`config.mk`:
```
export PLATFORM = sky130hd
export DESIGN_NAME = uart_frame_core
export DESIGN_NICKNAME = d
export VERILOG_FILES = /design/src/rtl/uart_frame_core.sv
export SDC_FILE = /design/constraint.sdc
export NUM_CORES = 1
export LEC_CHECK = 0
export BUFFER_PORTS_ARGS = -buffer_cell sky130_fd_sc_hd__buf_2
export CAP_MARGIN = 10
export CORE_ASPECT_RATIO = 1.75
export CORE_UTILIZATION = 45
export CTS_BUF_LIST = sky130_fd_sc_hd__clkbuf_2
export DETAILED_ROUTE_END_ITERATION = 8
export GPL_ROUTABILITY_DRIVEN = 0
export SETUP_SLACK_MARGIN = 0.15
export SLEW_MARGIN = 20
export SYNTH_ARGS = -nofsm -noshare
export SYNTH_HDL_FRONTEND = slang
export SYNTH_SLANG_ARGS = --single-unit
export TNS_END_PERCENT = 1
```
`constraint.sdc`:
```
create_clock -name i_clk -period 2.77 [get_ports i_clk]
set_clock_uncertainty 0.1 [all_clocks]
set_input_delay 0.1385 -clock i_clk [delete_from_list [all_inputs] [get_ports i_clk]]
set_output_delay 0.1385 -clock i_clk [all_outputs]
set_load 0.01 [all_outputs]
```
`src/rtl/uart_frame_core.sv`:
```
// uart_frame_core: parametrised full-duplex UART.
// TX and RX are independent state machines sharing only the clock and reset.
// Frame = start + DATA_BITS (LSB first) + optional parity + STOP_BITS stops.
// RX samples each bit at its midpoint and reports parity and framing errors
// alongside the received data.
module uart_frame_core #(
  parameter int CLKS_PER_BIT = 87,
  parameter int DATA_BITS    = 8,
  parameter int PARITY       = 0,
  parameter int STOP_BITS    = 1
) (
  input  logic                 i_clk,
  input  logic                 i_rst,
  input  logic                 i_tx_start,
  input  logic [DATA_BITS-1:0] i_tx_byte,
  output logic                 o_tx_active,
  output logic                 o_tx,
  output logic                 o_tx_done,
  input  logic                 i_rx,
  output logic [DATA_BITS-1:0] o_rx_byte,
  output logic                 o_rx_done,
  output logic                 o_rx_parity_err,
  output logic                 o_rx_frame_err
);

  localparam int              CW        = $clog2(CLKS_PER_BIT);
  localparam int              HALF      = (CLKS_PER_BIT - 1) / 2;
  localparam logic [CW-1:0]   CNT_LAST  = CW'(CLKS_PER_BIT - 1);
  localparam logic [CW-1:0]   HALF_LAST = CW'(HALF - 1);
  localparam logic [CW-1:0]   CNT_ONE   = CW'(1);
  localparam logic [3:0]      DATA_LAST = 4'(DATA_BITS - 1);
  localparam logic [3:0]      STOP_LAST = 4'(STOP_BITS - 1);
  localparam logic            HAS_PAR   = (PARITY != 0);
  localparam logic            ODD_PAR   = (PARITY == 1);

  localparam logic [2:0] TX_IDLE   = 3'd0;
  localparam logic [2:0] TX_START  = 3'd1;
  localparam logic [2:0] TX_DATA   = 3'd2;
  localparam logic [2:0] TX_PARITY = 3'd3;
  localparam logic [2:0] TX_STOP   = 3'd4;

  localparam logic [2:0] RX_IDLE      = 3'd0;
  localparam logic [2:0] RX_START     = 3'd1;
  localparam logic [2:0] RX_DATA      = 3'd2;
  localparam logic [2:0] RX_PARITY    = 3'd3;
  localparam logic [2:0] RX_STOP      = 3'd4;
  localparam logic [2:0] RX_WAIT_HIGH = 3'd5;

  // ---------------------------------------------------------------- TX
  logic [2:0]           tx_state_q, tx_state_d;
  logic [CW-1:0]        tx_cnt_q, tx_cnt_d;
  logic [3:0]           tx_bit_q, tx_bit_d;
  logic [DATA_BITS-1:0] tx_shift_q, tx_shift_d;
  logic                 tx_par_q, tx_par_d;
  logic                 tx_line_q, tx_line_d;
  logic                 tx_active_q, tx_active_d;
  logic                 tx_done_q, tx_done_d;
  logic                 tx_bit_end;

  // TX next-state: the line value for the next bit is registered on the
  // bit boundary so o_tx comes straight from a flop.
  always_comb begin
    // NOTE: every signal written here gets a default first, so no path can
    // leave one unassigned and infer a latch.
    tx_state_d  = tx_state_q;
    tx_cnt_d    = tx_cnt_q;
    tx_bit_d    = tx_bit_q;
    tx_shift_d  = tx_shift_q;
    tx_par_d    = tx_par_q;
    tx_line_d   = tx_line_q;
    tx_active_d = tx_active_q;
    tx_done_d   = 1'b0;
    tx_bit_end  = (tx_cnt_q == CNT_LAST);

    if (tx_state_q != TX_IDLE) begin
      tx_cnt_d = tx_bit_end ? '0 : tx_cnt_q + CNT_ONE;
    end

    case (tx_state_q)
      TX_IDLE: begin
        if (i_tx_start) begin
          tx_state_d  = TX_START;
          tx_cnt_d    = '0;
          tx_shift_d  = i_tx_byte;
          tx_par_d    = (^i_tx_byte) ^ ODD_PAR;
          tx_line_d   = 1'b0;
          tx_active_d = 1'b1;
        end
      end
      TX_START: begin
        if (tx_bit_end) begin
          tx_state_d = TX_DATA;
          tx_bit_d   = '0;
          tx_line_d  = tx_shift_q[0];
        end
      end
      TX_DATA: begin
        if (tx_bit_end) begin
          if (tx_bit_q == DATA_LAST) begin
            if (HAS_PAR) begin
              tx_state_d = TX_PARITY;
              tx_line_d  = tx_par_q;
            end else begin
              tx_state_d = TX_STOP;
              tx_line_d  = 1'b1;
              tx_bit_d   = '0;
            end
          end else begin
            tx_bit_d   = tx_bit_q + 4'd1;
            tx_shift_d = tx_shift_q >> 1;
            tx_line_d  = tx_shift_q[1];
          end
        end
      end
      TX_PARITY: begin
        if (tx_bit_end) begin
          tx_state_d = TX_STOP;
          tx_line_d  = 1'b1;
          tx_bit_d   = '0;
        end
      end
      TX_STOP: begin
        if (tx_bit_end) begin
          if (tx_bit_q == STOP_LAST) begin
            tx_state_d  = TX_IDLE;
            tx_active_d = 1'b0;
            tx_done_d   = 1'b1;
          end else begin
            tx_bit_d = tx_bit_q + 4'd1;
          end
        end
      end
      default: begin
        tx_state_d  = TX_IDLE;
        tx_line_d   = 1'b1;
        tx_active_d = 1'b0;
      end
    endcase
  end

  // TX state registers; reset drops any frame in flight with no done pulse.
  always_ff @(posedge i_clk or posedge i_rst) begin
    if (i_rst) begin
      tx_state_q  <= TX_IDLE;
      tx_cnt_q    <= '0;
      tx_bit_q    <= '0;
      tx_shift_q  <= '0;
      tx_par_q    <= 1'b0;
      tx_line_q   <= 1'b1;
      tx_active_q <= 1'b0;
      tx_done_q   <= 1'b0;
    end else begin
      // NOTE: non-blocking so every register updates from pre-edge values.
      tx_state_q  <= tx_state_d;
      tx_cnt_q    <= tx_cnt_d;
      tx_bit_q    <= tx_bit_d;
      tx_shift_q  <= tx_shift_d;
      tx_par_q    <= tx_par_d;
      tx_line_q   <= tx_line_d;
      tx_active_q <= tx_active_d;
      tx_done_q   <= tx_done_d;
    end
  end

  assign o_tx        = tx_line_q;
  assign o_tx_active = tx_active_q;
  assign o_tx_done   = tx_done_q;

  // ---------------------------------------------------------------- RX
  logic                 rx_meta_q, rx_sync_q;
  logic [2:0]           rx_state_q, rx_state_d;
  logic [CW-1:0]        rx_cnt_q, rx_cnt_d;
  logic [3:0]           rx_bit_q, rx_bit_d;
  logic [DATA_BITS-1:0] rx_shift_q, rx_shift_d;
  logic                 rx_par_q, rx_par_d;
  logic                 rx_stop_err_q, rx_stop_err_d;
  logic [DATA_BITS-1:0] rx_byte_q, rx_byte_d;
  logic                 rx_done_q, rx_done_d;
  logic                 rx_perr_q, rx_perr_d;
  logic                 rx_ferr_q, rx_ferr_d;
  logic                 rx_sample;
  logic                 rx_ferr_now;
  logic                 rx_exp_par;

  // Two-flop synchroniser; both stages idle high so reset looks like a quiet line.
  always_ff @(posedge i_clk or posedge i_rst) begin
    if (i_rst) begin
      rx_meta_q <= 1'b1;
      rx_sync_q <= 1'b1;
    end else begin
      rx_meta_q <= i_rx;
      rx_sync_q <= rx_meta_q;
    end
  end

  assign rx_exp_par = (^rx_shift_q) ^ ODD_PAR;

  // RX next-state: confirm the start bit at its midpoint, then sample every
  // CLKS_PER_BIT cycles; results publish together after the last stop bit.
  always_comb begin
    rx_state_d    = rx_state_q;
    rx_cnt_d      = rx_cnt_q + CNT_ONE;
    rx_bit_d      = rx_bit_q;
    rx_shift_d    = rx_shift_q;
    rx_par_d      = rx_par_q;
    rx_stop_err_d = rx_stop_err_q;
    rx_byte_d     = rx_byte_q;
    rx_done_d     = 1'b0;
    rx_perr_d     = rx_perr_q;
    rx_ferr_d     = rx_ferr_q;
    rx_sample     = (rx_cnt_q == CNT_LAST);
    rx_ferr_now   = rx_stop_err_q | ~rx_sync_q;

    case (rx_state_q)
      RX_IDLE: begin
        rx_cnt_d = '0;
        if (!rx_sync_q) rx_state_d = RX_START;
      end
      RX_START: begin
        if (rx_cnt_q == HALF_LAST) begin
          rx_cnt_d = '0;
          if (!rx_sync_q) begin
            rx_state_d    = RX_DATA;
            rx_bit_d      = '0;
            rx_stop_err_d = 1'b0;
          end else begin
            rx_state_d = RX_IDLE;
          end
        end
      end
      RX_DATA: begin
        if (rx_sample) begin
          rx_cnt_d   = '0;
          rx_shift_d = {rx_sync_q, rx_shift_q[DATA_BITS-1:1]};
          if (rx_bit_q == DATA_LAST) begin
            rx_state_d = HAS_PAR ? RX_PARITY : RX_STOP;
            rx_bit_d   = '0;
          end else begin
            rx_bit_d = rx_bit_q + 4'd1;
          end
        end
      end
      RX_PARITY: begin
        if (rx_sample) begin
          rx_cnt_d   = '0;
          rx_par_d   = rx_sync_q;
          rx_state_d = RX_STOP;
          rx_bit_d   = '0;
        end
      end
      RX_STOP: begin
        if (rx_sample) begin
          rx_cnt_d = '0;
          if (rx_bit_q == STOP_LAST) begin
            rx_byte_d  = rx_shift_q;
            rx_perr_d  = HAS_PAR & (rx_par_q != rx_exp_par);
            rx_ferr_d  = rx_ferr_now;
            rx_done_d  = 1'b1;
            rx_state_d = rx_ferr_now ? RX_WAIT_HIGH : RX_IDLE;
          end else begin
            rx_stop_err_d = rx_ferr_now;
            rx_bit_d      = rx_bit_q + 4'd1;
          end
        end
      end
      RX_WAIT_HIGH: begin
        // A break keeps the line low; re-arm only on a real idle level.
        rx_cnt_d = '0;
        if (rx_sync_q) rx_state_d = RX_IDLE;
      end
      default: begin
        rx_cnt_d   = '0;
        rx_state_d = RX_IDLE;
      end
    endcase
  end

  // RX state registers.
  always_ff @(posedge i_clk or posedge i_rst) begin
    if (i_rst) begin
      rx_state_q    <= RX_IDLE;
      rx_cnt_q      <= '0;
      rx_bit_q      <= '0;
      rx_shift_q    <= '0;
      rx_par_q      <= 1'b0;
      rx_stop_err_q <= 1'b0;
      rx_byte_q     <= '0;
      rx_done_q     <= 1'b0;
      rx_perr_q     <= 1'b0;
      rx_ferr_q     <= 1'b0;
    end else begin
      rx_state_q    <= rx_state_d;
      rx_cnt_q      <= rx_cnt_d;
      rx_bit_q      <= rx_bit_d;
      rx_shift_q    <= rx_shift_d;
      rx_par_q      <= rx_par_d;
      rx_stop_err_q <= rx_stop_err_d;
      rx_byte_q     <= rx_byte_d;
      rx_done_q     <= rx_done_d;
      rx_perr_q     <= rx_perr_d;
      rx_ferr_q     <= rx_ferr_d;
    end
  end

  assign o_rx_byte       = rx_byte_q;
  assign o_rx_done       = rx_done_q;
  assign o_rx_parity_err = rx_perr_q;
  assign o_rx_frame_err  = rx_ferr_q;

endmodule

```
==> out/metrics.yaml <==
fp.coreArea_um2: 6540
port_buffers: 24
yosys_warnings: 0
crit_arrival_ps: 2510
routed_wl_um: 5940
drtAntennaViolNets: 0
synth_cells: 277
syn_area_um2: 3040
clockPowerShare: 0.211
grt_pass1_wl_um: 10200
area_growth_pct: 14.3
r2r_end: "tx_shift_q[4]$_DFFE_PP0P_"
period_minus_slack_ps: 2220
clk_pin_slew_ps: 180
multi_input_area_um2: 1430
final_common_cell: "dfrtp_1"
fp.dieH_um: 111
drive_gt1_frac: 0.277
vias: 2192
final_util: 0.532
gr-total-overflow: 0
crit_fanout: 8
fill_cells: 605
synth.distinct_cells: 55
cts_tree: "yes"
syn-num-nets: 297
rows: 39
setup_viol: 0
drc: 0
crit_end: "tx_shift_q[4]$_DFFE_PP0P_"
rsz0062_at_grt: "false"
startpoint_type: "flip-flop"
ios: 26
cts-resized-gates: 0
internal_power_uw: 1600
r2r_slack_ps: 550
status: "completed"
p_per_area_nw_per_um2: 716
switching_share: 0.356
antenna_found_initial: 0
viasPerCell: 5.39
power_uw: 2490
power_leakage_uw: 0.00163
track_usage: 0.187
crit_path_start: "tx_cnt_q[0]$_DFF_PP0_"
cp-end-kind: "flip-flop"
fmax_ghz: 0.450
cts_sinks: 60
initial_core_util: 0.466
dr.pass1.iters: 4
hpwl_um: 4340
drv_cap: 0
regArea_um2: 1510
post_drt_wl_per_cell_um: 14.6
finalNetCount: 340
htree_levels: 3
clock_path_buffers: 2
rr_worst_depth: 7
diodes: 0
seq_area_frac_synth: 0.494
tightest_slew_ps: 602
first_global_vias: 2318
final.setup.tns_ps: 0
finalMaxSlewViolations: 0
critPathKind: "flip-flop to flip-flop"
synth.avg_cell_area_um2: 11.0
hold_violations: 0
dpl.cell_count: 379
dpl_cell_area_um2: 3250
p_switching_uw: 885
synth_ff_type: "dfrtp_1"
ys_seq_elements: 60
drt_first_iter_violations: 118
seqPwrFrac: 0.495
design_area_um2: 3480
grt_max_degree: 27
fin_cells: 407
pwr-share-comb: 0.294
fp.dieArea_um2: 7110
synth_edf_count: 0
die_w_um: 64.2
hp-class: "input pin to async pin"
layout_common_cells: "dfrtp_1 (57), mux2_2 (25), buf_2 (24), nor2_1 (23), nand2_1 (20)"
period_share: 0.803
numCtsBuffers: 9
async_flop_share: 1.00
irDropWorstVdd_mv: 0.628
r2r_start: "tx_cnt_q[0]$_DFF_PP0_"
clkLatencyLatePin_ps: 490
clockRootBuffer: "clkbuf_2"
worstPathRequired_ps: 3060
relSlewSlack: 0.596
-- state kept, by name, indices dropped and copies added (netlist names), 3 cells and up --
name,flops
rx_state_q,3
rx_shift_q,8
tx_shift_q,8
rx_bit_q,4
rx_cnt_q,7
tx_cnt_q,7
o_rx_byte,8
tx_bit_q,4
tx_state_q,3
-- power groups by stage --
| stage | Combinational (µW) | Clock [µW] | Sequential, µW |
|---|---|---|---|
| after global routing | 830 | 569 | 1260 |
| after CTS | 747 | 541 | 1230 |
| after global placement | 717 | 0 | 1240 |
| final | 732 | 525 | 1230 |
| after detailed placement | 730 | 0 | 1250 |
| after floorplan | 623 | 0 | 1170 |
-- critical path, cell delays in order, from the launching register on --
cell and delay [ps]:
dfrtp_1 450, inv_1 80, ha_1 140, nand2_1 100
nor4_2 310, a31oi_1 200, nor3_4 350, mux2_2 390
-- worst min path at each step --
stage                     start                        end
after floorplan            i_rx        rx_meta_q$_DFF_PP1_
after global placement    i_rst    o_tx_active$_DFFE_PP0P_
after detailed placement  i_rst    o_tx_active$_DFFE_PP0P_
after CTS                 i_rst    tx_bit_q[2]$_DFFE_PP0P_
after global routing      i_rst    tx_bit_q[2]$_DFFE_PP0P_
final                     i_rst  tx_state_q[2]$_DFFE_PP0P_
-- cell families (layout without fill, tap and decap cells) --
group / count (synthesis) / after routing / share of synthesized area
AND/OR/NAND/NOR: 100 / 100 / 0.184
flip-flops: 60 / 60 / 0.494
AO/OA/AOI/OAI: 44 / 44 / 0.0987
multiplexers: 34 / 34 / 0.134
buffers and inverters: 23 / 71 / 0.0349
adder cells (fa/ha/maj): 8 / 8 / 0.0329
XOR/XNOR: 7 / 7 / 0.0201
other: 1 / 1 / 0.00123
-- metal layers --
layer	GRT usage	part of all wire	routed length, µm	vias to the layer above
li1	-	-	-	1071
met1	0.184	0.39	2330	1077
met2	0.349	0.56	3310	29
met3	0.0442	0.023	138	15
met4	0.0978	0.028	165	0
met5	0	0	0	-
-- cell usage after synthesis (all sizes together) (4+ instances only) --
cell,instances,area (µm²)
mux2,32,387
nor2b,8,50.1
inv,13,48.8
a21oi,6,30.0
xnor2,4,35.0
nor2,23,86.3
nand3,11,55.1
buf,7,46.3
dfrtp,57,1430
o21ai,13,65.1
and3,4,25.0
nand2,20,75.1
ha,8,100
nor3,6,51.3
nand3b,5,37.5
-- metrics by stage --
step,setup WS [ps],hold slack [ps]
CTS,522,87.9
global placement,590,116
detailed placement,531,117
global route,371,142
finish,545,111
floorplan,785,43.0
-- cell type report --
cell class              instances  share of cell area
clock inverters                 4              0.0126
flip-flops and latches         60               0.433
multi-input cells             194               0.412
well taps                      82              0.0295
inverters                      13              0.0140
clock buffers                  12              0.0173
repair buffers                 42              0.0820
-- timing repair --
| action | 4_1_cts | 5_1_grt |
|---|---|---|
| setup buffers | 0 | 0 |
| hold endpoints to repair | 40 | 0 |
| hold buffers | 12 | 0 |
Note: power is estimated with default switching activity, not from simulation.
